--- config.mk ---
export PLATFORM = sky130hd
export DESIGN_NAME = dds_sweep_ctrl
export DESIGN_NICKNAME = d
export VERILOG_FILES = /design/src/rtl/dds_pkg.sv /design/src/rtl/dds_dwell_timer.sv /design/src/rtl/dds_sweep_ctrl.sv
export SDC_FILE = /design/constraint.sdc
export NUM_CORES = 1
export LEC_CHECK = 0
export ABC_CLOCK_PERIOD_IN_PS = 9400
export BUFFER_PORTS_ARGS = -buffer_cell sky130_fd_sc_hd__buf_4
export CAP_MARGIN = 10
export CORE_AREA = 2 2 181 183
export CTS_BUF_LIST = sky130_fd_sc_hd__clkbuf_8
export CTS_CLUSTER_SIZE = 20
export DETAILED_ROUTE_END_ITERATION = 12
export DIE_AREA = 0 0 183 185
export GPL_TIMING_DRIVEN = 0
export RECOVER_POWER = 25
export SYNTH_ARGS = -nofsm -noshare
export SYNTH_HDL_FRONTEND = slang
export SYNTH_HIERARCHICAL = 1
export SYNTH_SLANG_ARGS = --single-unit
--- constraint.sdc ---
create_clock -name clk -period 9.4 [get_ports clk]
set_clock_uncertainty 0.1 [all_clocks]
set_input_delay 0.47 -clock clk [delete_from_list [all_inputs] [get_ports clk]]
set_output_delay 0.47 -clock clk [all_outputs]
set_load 0.03 [all_outputs]
--- src/rtl/dds_pkg.sv ---
// Shared definitions for the DDS sweep controller.
//   MODE_*         waveform select codes driven to the DDS core
//   DEF_PINC_W     default phase increment width (matches DDS phase_inc)
//   sweep_state_e  sweep sequencer states
package dds_pkg;

   localparam logic [1:0] MODE_RAMP   = 2'b00;
   localparam logic [1:0] MODE_SQUARE = 2'b01;
   localparam logic [1:0] MODE_SINE   = 2'b10;
   localparam logic [1:0] MODE_MID    = 2'b11;

   localparam int DEF_PINC_W = 30;

   typedef enum logic [1:0] {
      IDLE  = 2'd0,
      DWELL = 2'd1,
      FINAL = 2'd2,
      DONE  = 2'd3
   } sweep_state_e;

endpackage

--- src/rtl/dds_dwell_timer.sv ---
// Dwell down-counter for the sweep sequencer.
//   clk, rst_n   clock / async active-low reset
//   load_i       load load_val_i (takes priority over decrement)
//   load_val_i   dwell value to hold
//   dec_i        decrement by one; saturates at zero
//   zero_o       counter has reached terminal count
module dds_dwell_timer #(
   parameter int DWELL_W = 16
) (
   input  logic               clk,
   input  logic               rst_n,
   input  logic               load_i,
   input  logic [DWELL_W-1:0] load_val_i,
   input  logic               dec_i,
   output logic               zero_o
);

   logic [DWELL_W-1:0] cnt_q, cnt_d;

   always_comb begin
      cnt_d = cnt_q;
      if (load_i) begin
         cnt_d = load_val_i;
      end else if (dec_i && (cnt_q != '0)) begin
         cnt_d = cnt_q - DWELL_W'(1);
      end
   end

   always_ff @(posedge clk or negedge rst_n) begin
      if (!rst_n) begin
         cnt_q <= '0;
      end else begin
         cnt_q <= cnt_d;
      end
   end

   assign zero_o = (cnt_q == '0);

endmodule

--- src/rtl/dds_sweep_ctrl.sv ---
// Linear frequency sweep sequencer feeding the DDS core.
//   clk, rst_n                 clock / async active-low reset
//   cfg_start_inc/stop_inc     sweep end points (latched on an accepted start)
//   cfg_step                   unsigned step magnitude
//   cfg_dwell                  each value is held cfg_dwell+1 cycles
//   cfg_mode                   waveform driven during the sweep
//   start / abort              sweep request / cancel
//   phase_inc, mode            registered outputs to the DDS core
//   busy, done, step_strobe    handshake and per-update strobe
// Build option DDS_SWEEP_REPEAT_EN: when the final dwell expires the sweep
// restarts from the start increment (done pulses at each wrap) until abort.
//
// state | meaning
// IDLE  | waiting for start; outputs parked
// DWELL | holding an intermediate value, stepping toward stop on expiry
// FINAL | holding the stop value for its dwell
// DONE  | one-cycle completion pulse, then back to IDLE
module dds_sweep_ctrl
   import dds_pkg::*;
#(
   parameter int PINC_W  = DEF_PINC_W,
   parameter int DWELL_W = 16
) (
   input  logic              clk,
   input  logic              rst_n,
   input  logic [PINC_W-1:0] cfg_start_inc,
   input  logic [PINC_W-1:0] cfg_stop_inc,
   input  logic [PINC_W-1:0] cfg_step,
   input  logic [DWELL_W-1:0] cfg_dwell,
   input  logic [1:0]        cfg_mode,
   input  logic              start,
   input  logic              abort,
   output logic [PINC_W-1:0] phase_inc,
   output logic [1:0]        mode,
   output logic              busy,
   output logic              done,
   output logic              step_strobe
);

   sweep_state_e state_q, state_d;

   logic [PINC_W-1:0]  stop_q, stop_d;
   logic [PINC_W-1:0]  step_q, step_d;
   logic [DWELL_W-1:0] dwell_q, dwell_d;
   logic [1:0]         smode_q, smode_d;
   logic               up_q, up_d;
`ifdef DDS_SWEEP_REPEAT_EN
   logic [PINC_W-1:0]  start_q, start_d;
`endif

   logic [PINC_W-1:0] pinc_q, pinc_d;
   logic [1:0]        mode_q, mode_d;
   logic              busy_q, busy_d;
   logic              done_q, done_d;
   logic              strobe_q, strobe_d;

   logic               tmr_load;
   logic [DWELL_W-1:0] tmr_val;
   logic               tmr_dec;
   logic               tmr_zero;

   // One extra bit catches overflow (up) and borrow (down) so the sweep
   // clamps to stop instead of wrapping around the increment range.
   logic [PINC_W:0]   sum_w, diff_w;
   logic              clamp;
   logic [PINC_W-1:0] next_inc;

   always_comb begin
      sum_w  = {1'b0, pinc_q} + {1'b0, step_q};
      diff_w = {1'b0, pinc_q} - {1'b0, step_q};
      if (up_q) begin
         clamp = sum_w[PINC_W] || (sum_w[PINC_W-1:0] >= stop_q) || (step_q == '0);
         next_inc = clamp ? stop_q : sum_w[PINC_W-1:0];
      end else begin
         clamp = diff_w[PINC_W] || (diff_w[PINC_W-1:0] <= stop_q) || (step_q == '0);
         next_inc = clamp ? stop_q : diff_w[PINC_W-1:0];
      end
   end

   dds_dwell_timer #(.DWELL_W(DWELL_W)) u_timer (
      .clk        (clk),
      .rst_n      (rst_n),
      .load_i     (tmr_load),
      .load_val_i (tmr_val),
      .dec_i      (tmr_dec),
      .zero_o     (tmr_zero)
   );

   always_comb begin
      state_d  = state_q;
      stop_d   = stop_q;
      step_d   = step_q;
      dwell_d  = dwell_q;
      smode_d  = smode_q;
      up_d     = up_q;
`ifdef DDS_SWEEP_REPEAT_EN
      start_d  = start_q;
`endif
      pinc_d   = pinc_q;
      mode_d   = mode_q;
      busy_d   = busy_q;
      done_d   = 1'b0;
      strobe_d = 1'b0;
      tmr_load = 1'b0;
      tmr_val  = dwell_q;
      tmr_dec  = 1'b0;

      if (abort && (state_q != IDLE)) begin
         state_d  = IDLE;
         pinc_d   = '0;
         mode_d   = MODE_MID;
         busy_d   = 1'b0;
         tmr_load = 1'b1;
         tmr_val  = '0;
      end else begin
         case (state_q)
            IDLE: begin
               if (start && !abort) begin
                  stop_d   = cfg_stop_inc;
                  step_d   = cfg_step;
                  dwell_d  = cfg_dwell;
                  smode_d  = cfg_mode;
                  up_d     = (cfg_stop_inc >= cfg_start_inc);
`ifdef DDS_SWEEP_REPEAT_EN
                  start_d  = cfg_start_inc;
`endif
                  pinc_d   = cfg_start_inc;
                  mode_d   = cfg_mode;
                  busy_d   = 1'b1;
                  strobe_d = 1'b1;
                  tmr_load = 1'b1;
                  tmr_val  = cfg_dwell;
                  state_d  = (cfg_start_inc == cfg_stop_inc) ? FINAL : DWELL;
               end
            end
            DWELL: begin
               if (tmr_zero) begin
                  pinc_d   = next_inc;
                  strobe_d = 1'b1;
                  tmr_load = 1'b1;
                  state_d  = (next_inc == stop_q) ? FINAL : DWELL;
               end else begin
                  tmr_dec = 1'b1;
               end
            end
            FINAL: begin
               if (tmr_zero) begin
`ifdef DDS_SWEEP_REPEAT_EN
                  pinc_d   = start_q;
                  strobe_d = 1'b1;
                  done_d   = 1'b1;
                  tmr_load = 1'b1;
                  state_d  = (start_q == stop_q) ? FINAL : DWELL;
`else
                  done_d  = 1'b1;
                  busy_d  = 1'b0;
                  mode_d  = MODE_MID;
                  state_d = DONE;
`endif
               end else begin
                  tmr_dec = 1'b1;
               end
            end
            DONE: begin
               state_d = IDLE;
            end
            default: begin
               state_d = IDLE;
            end
         endcase
      end
   end

   always_ff @(posedge clk or negedge rst_n) begin
      if (!rst_n) begin
         state_q  <= IDLE;
         stop_q   <= '0;
         step_q   <= '0;
         dwell_q  <= '0;
         smode_q  <= MODE_MID;
         up_q     <= 1'b1;
`ifdef DDS_SWEEP_REPEAT_EN
         start_q  <= '0;
`endif
         pinc_q   <= '0;
         mode_q   <= MODE_MID;
         busy_q   <= 1'b0;
         done_q   <= 1'b0;
         strobe_q <= 1'b0;
      end else begin
         state_q  <= state_d;
         stop_q   <= stop_d;
         step_q   <= step_d;
         dwell_q  <= dwell_d;
         smode_q  <= smode_d;
         up_q     <= up_d;
`ifdef DDS_SWEEP_REPEAT_EN
         start_q  <= start_d;
`endif
         pinc_q   <= pinc_d;
         mode_q   <= mode_d;
         busy_q   <= busy_d;
         done_q   <= done_d;
         strobe_q <= strobe_d;
      end
   end

   // Shadow mode is kept with the rest of the latched config so the sweep
   // mode is recoverable; the output register already carries it.
   logic unused_smode;
   assign unused_smode = ^smode_q;

   assign phase_inc   = pinc_q;
   assign mode        = mode_q;
   assign busy        = busy_q;
   assign done        = done_q;
   assign step_strobe = strobe_q;

endmodule

==> impl_metrics.toml <==
[run_status]
outcome = "complete, but fails checks"
violations = "max-capacitance violations, max-slew violations"

[finish]
final_net_count = 2256
antenna_cells = 0
area_growth_pct = 14.7
drive_gt1_share_pct = 12.1
nFillCells = 3251
final_area_sq_um = 16200

[route]
drcViolationCount = 0
ant_nets = 0
vias = 15200
drt_iter0_drc = 1582
viasPerCell = 6.31
dr.pass1.iters = 7
routedWlPerCell_um = 25.8
drt-total-wl_um = 62100

[place]
place_area_sq_um = 15800
gp_congestion = 0.974
port_buffers = 146
place.detailed.hpwl_um = 51000

[synth]
syn_area_sq_um = 14100
ys_ff_latch = 130
synthTopCellsByCount = "nand2_1 (203), a21oi_1 (155), ha_1 (154)"
synth_enable_flop_cells = 0
synthCells = 1819
yosysMostFrequentCell = "nand2_1"
syn_area_per_cell_sq_um = 7.78
synth_ff_type = "dfrtp_1"
synth_cell_types = 96
yosysTopAreaCell = "dfrtp_1"
synthArstFlopShare_pct = 100
synth_warnings = 6
yosysTopAreaCellShare_pct = 22.5
yosysSeqAreaShare_pct = 23.0
synthTopCellsByArea = "dfrtp_1 (22%), ha_1 (14%), a21oi_1 (5.5%)"
syn_nets = 2087

[grt]
grt_pass1_wl_um = 91400
grt_max_degree = 84
grt-ovfl-total = 0
antenna_found_initial = 1
track_usage_pct = 36.6
first_global_vias = 14500

[clocking]
cts_root_buffer = "clkbuf_8"
cts_setup_buffers = 0
cts_buffers = 17
ctsLongestPathBuffers = 2
htreeDepth = 4
cts.sinks = 130
cts_tree = "built"
clkTransAtPathRegs_ns = 0.11
cts_resized = 0
cts_hold_buf = 1
insertion_delay_ns = 0.51

[timing]
min_period_over_period_pct = 78.9
max_freq_ghz = 0.135
min_period_ns = 7.41
setup_viol = 0
timing.slew.headroom_pct = -84.9
setup_tns_ns = 0
report.final.slew_viol_count = 48
finalHoldViolations = 0
tightest_slew_ns = 2.77
rsz0062_at_grt = "no"

[floorplanning]
rows = 66
ios = 147
fp.dieW_um = 183
dieArea_sq_um = 33900
fp.dieH_um = 185
core_sq_um = 32000
start_util_pct = 44.1

[critical_path]
cp.required_ns = 9.69
path_max_fanout = 10
arrival_ns = 7.70
slowest_delay_ns = 0.86
path_cells = "ha_1 -> inv_1 -> fa_1 -> nor3_1 -> o311a_1 -> o31a_1 -> o211ai_1 -> a211oi_1 -> o31ai_1 -> xnor2_1 -> ha_1 -> and4_1 -> and2_0 -> a221oi_1 -> nand3_1 -> o31ai_2 -> clkbuf_1 -> o211ai_1 -> a22o_1"
path_class = "flop to flop"
crit_path_end_kind = "flop"
crit_path_start_kind = "flop"
crit_slowest_cell = "a211oi_1"

[flow_run]
cap_violations = 1

[min_path]
hold_class = "input pin to flop"
[placed cells by master (no fill, tap or decap), types with 19 or more instances in the layout]
master,n
nor4_1,27
nand2_1,203
a21oi_1,155
a211oi_1,28
buf_2,19
nor3_1,39
o31ai_1,22
nor2_1,102
nand4_1,34
nand3_1,44
clkbuf_8,19
buf_4,146
dfrtp_1,127
a21o_1,33
o211ai_1,33
o21ai_0,133
xnor2_1,79
inv_1,128
and2_1,27
clkbuf_1,63
nor2b_1,25
ha_1,154
[stage by stage]
step	util [%]	worst slack, ns	hold slack (ns)	cells
detailed placement	49.3	2.35	0.332	2375
floorplan	-	4.36	0.0744	1819
CTS	50.6	2.29	0.0288	2408
finish	50.6	1.99	0.0505	2409
global route	50.6	1.86	0.0509	2409
global placement	49.2	2.38	0.349	2373
[cell type report]
class | instances | area [sq um] | share of cell area, %
multi-input combinational | 1458 | 9990 | 61.5
sequential | 130 | 3260 | 20.1
timing repair buffer | 150 | 1150 | 7.07
inverter | 139 | 522 | 3.22
tap | 408 | 510 | 3.15
buffer | 92 | 380 | 2.34
clock buffer | 19 | 262 | 1.61
clock inverter | 13 | 163 | 1.00
[state kept, by name (all words and copies together) (netlist names)]
register and cells:
phase_inc 30, step_q 30, stop_q 30, dwell_q 16, u_timer/cnt_q 16, mode 2, state_q 2, busy 1
done 1, step_strobe 1, up_q 1
[routing by layer]
layer / track usage (%) / up-vias / routed length (um)
met4: 12.2 / 0 / 1960
met2: 56.6 / 775 / 27200
met3: 6.82 / 98 / 5230
li1: - / 6980 / -
met5: 0 / - / 0
met1: 51.4 / 7339 / 27700
[kinds of logic (layout without fill, tap and decap cells)]
family / count (synthesis) / in the layout / synth area share, %
AO/OA/AOI/OAI: 591 / 591 / 27.4
AND/OR/NAND/NOR: 586 / 586 / 20.6
buffers and inverters: 231 / 413 / 6.38
adder cells (fa/ha/maj): 156 / 156 / 13.9
flip-flops: 130 / 130 / 23.0
XOR/XNOR: 103 / 103 / 7.06
multiplexers: 22 / 22 / 1.59
[critical path, delay by kind of cell, from the launching register on]
| kind | cells | cell delay [ns] |
|---|---|---|
| and+or+nand+nor | 4 | 0.99 |
| buffers and inverters | 2 | 0.66 |
| adders and majority gates | 3 | 1.01 |
| AOI/OAI and AO/OA | 9 | 3.58 |
| DFF | 1 | 0.59 |
| xor gates and xnor gates | 1 | 0.33 |
[worst paths after layout]
kind	from	end	slack [ns]	cells after the start
setup / recovery	step_q[0]	phase_inc[25]	1.99	19
hold / removal	cfg_step[14]	step_q[14]	0.05	3
setup reg to reg	step_q[0]	phase_inc[25]	1.99	19
hold reg to reg	dwell_q[11]	dwell_q[11]	0.37	2
max in group asynchronous	rst_n	u_timer/cnt_q[8]	6.33	2
min in group asynchronous	rst_n	stop_q[0]	1.28	2
Power is left out: the tool's default activity adds up to more than one toggle a clock period on the data nets, which glitch-free logic cannot reach.
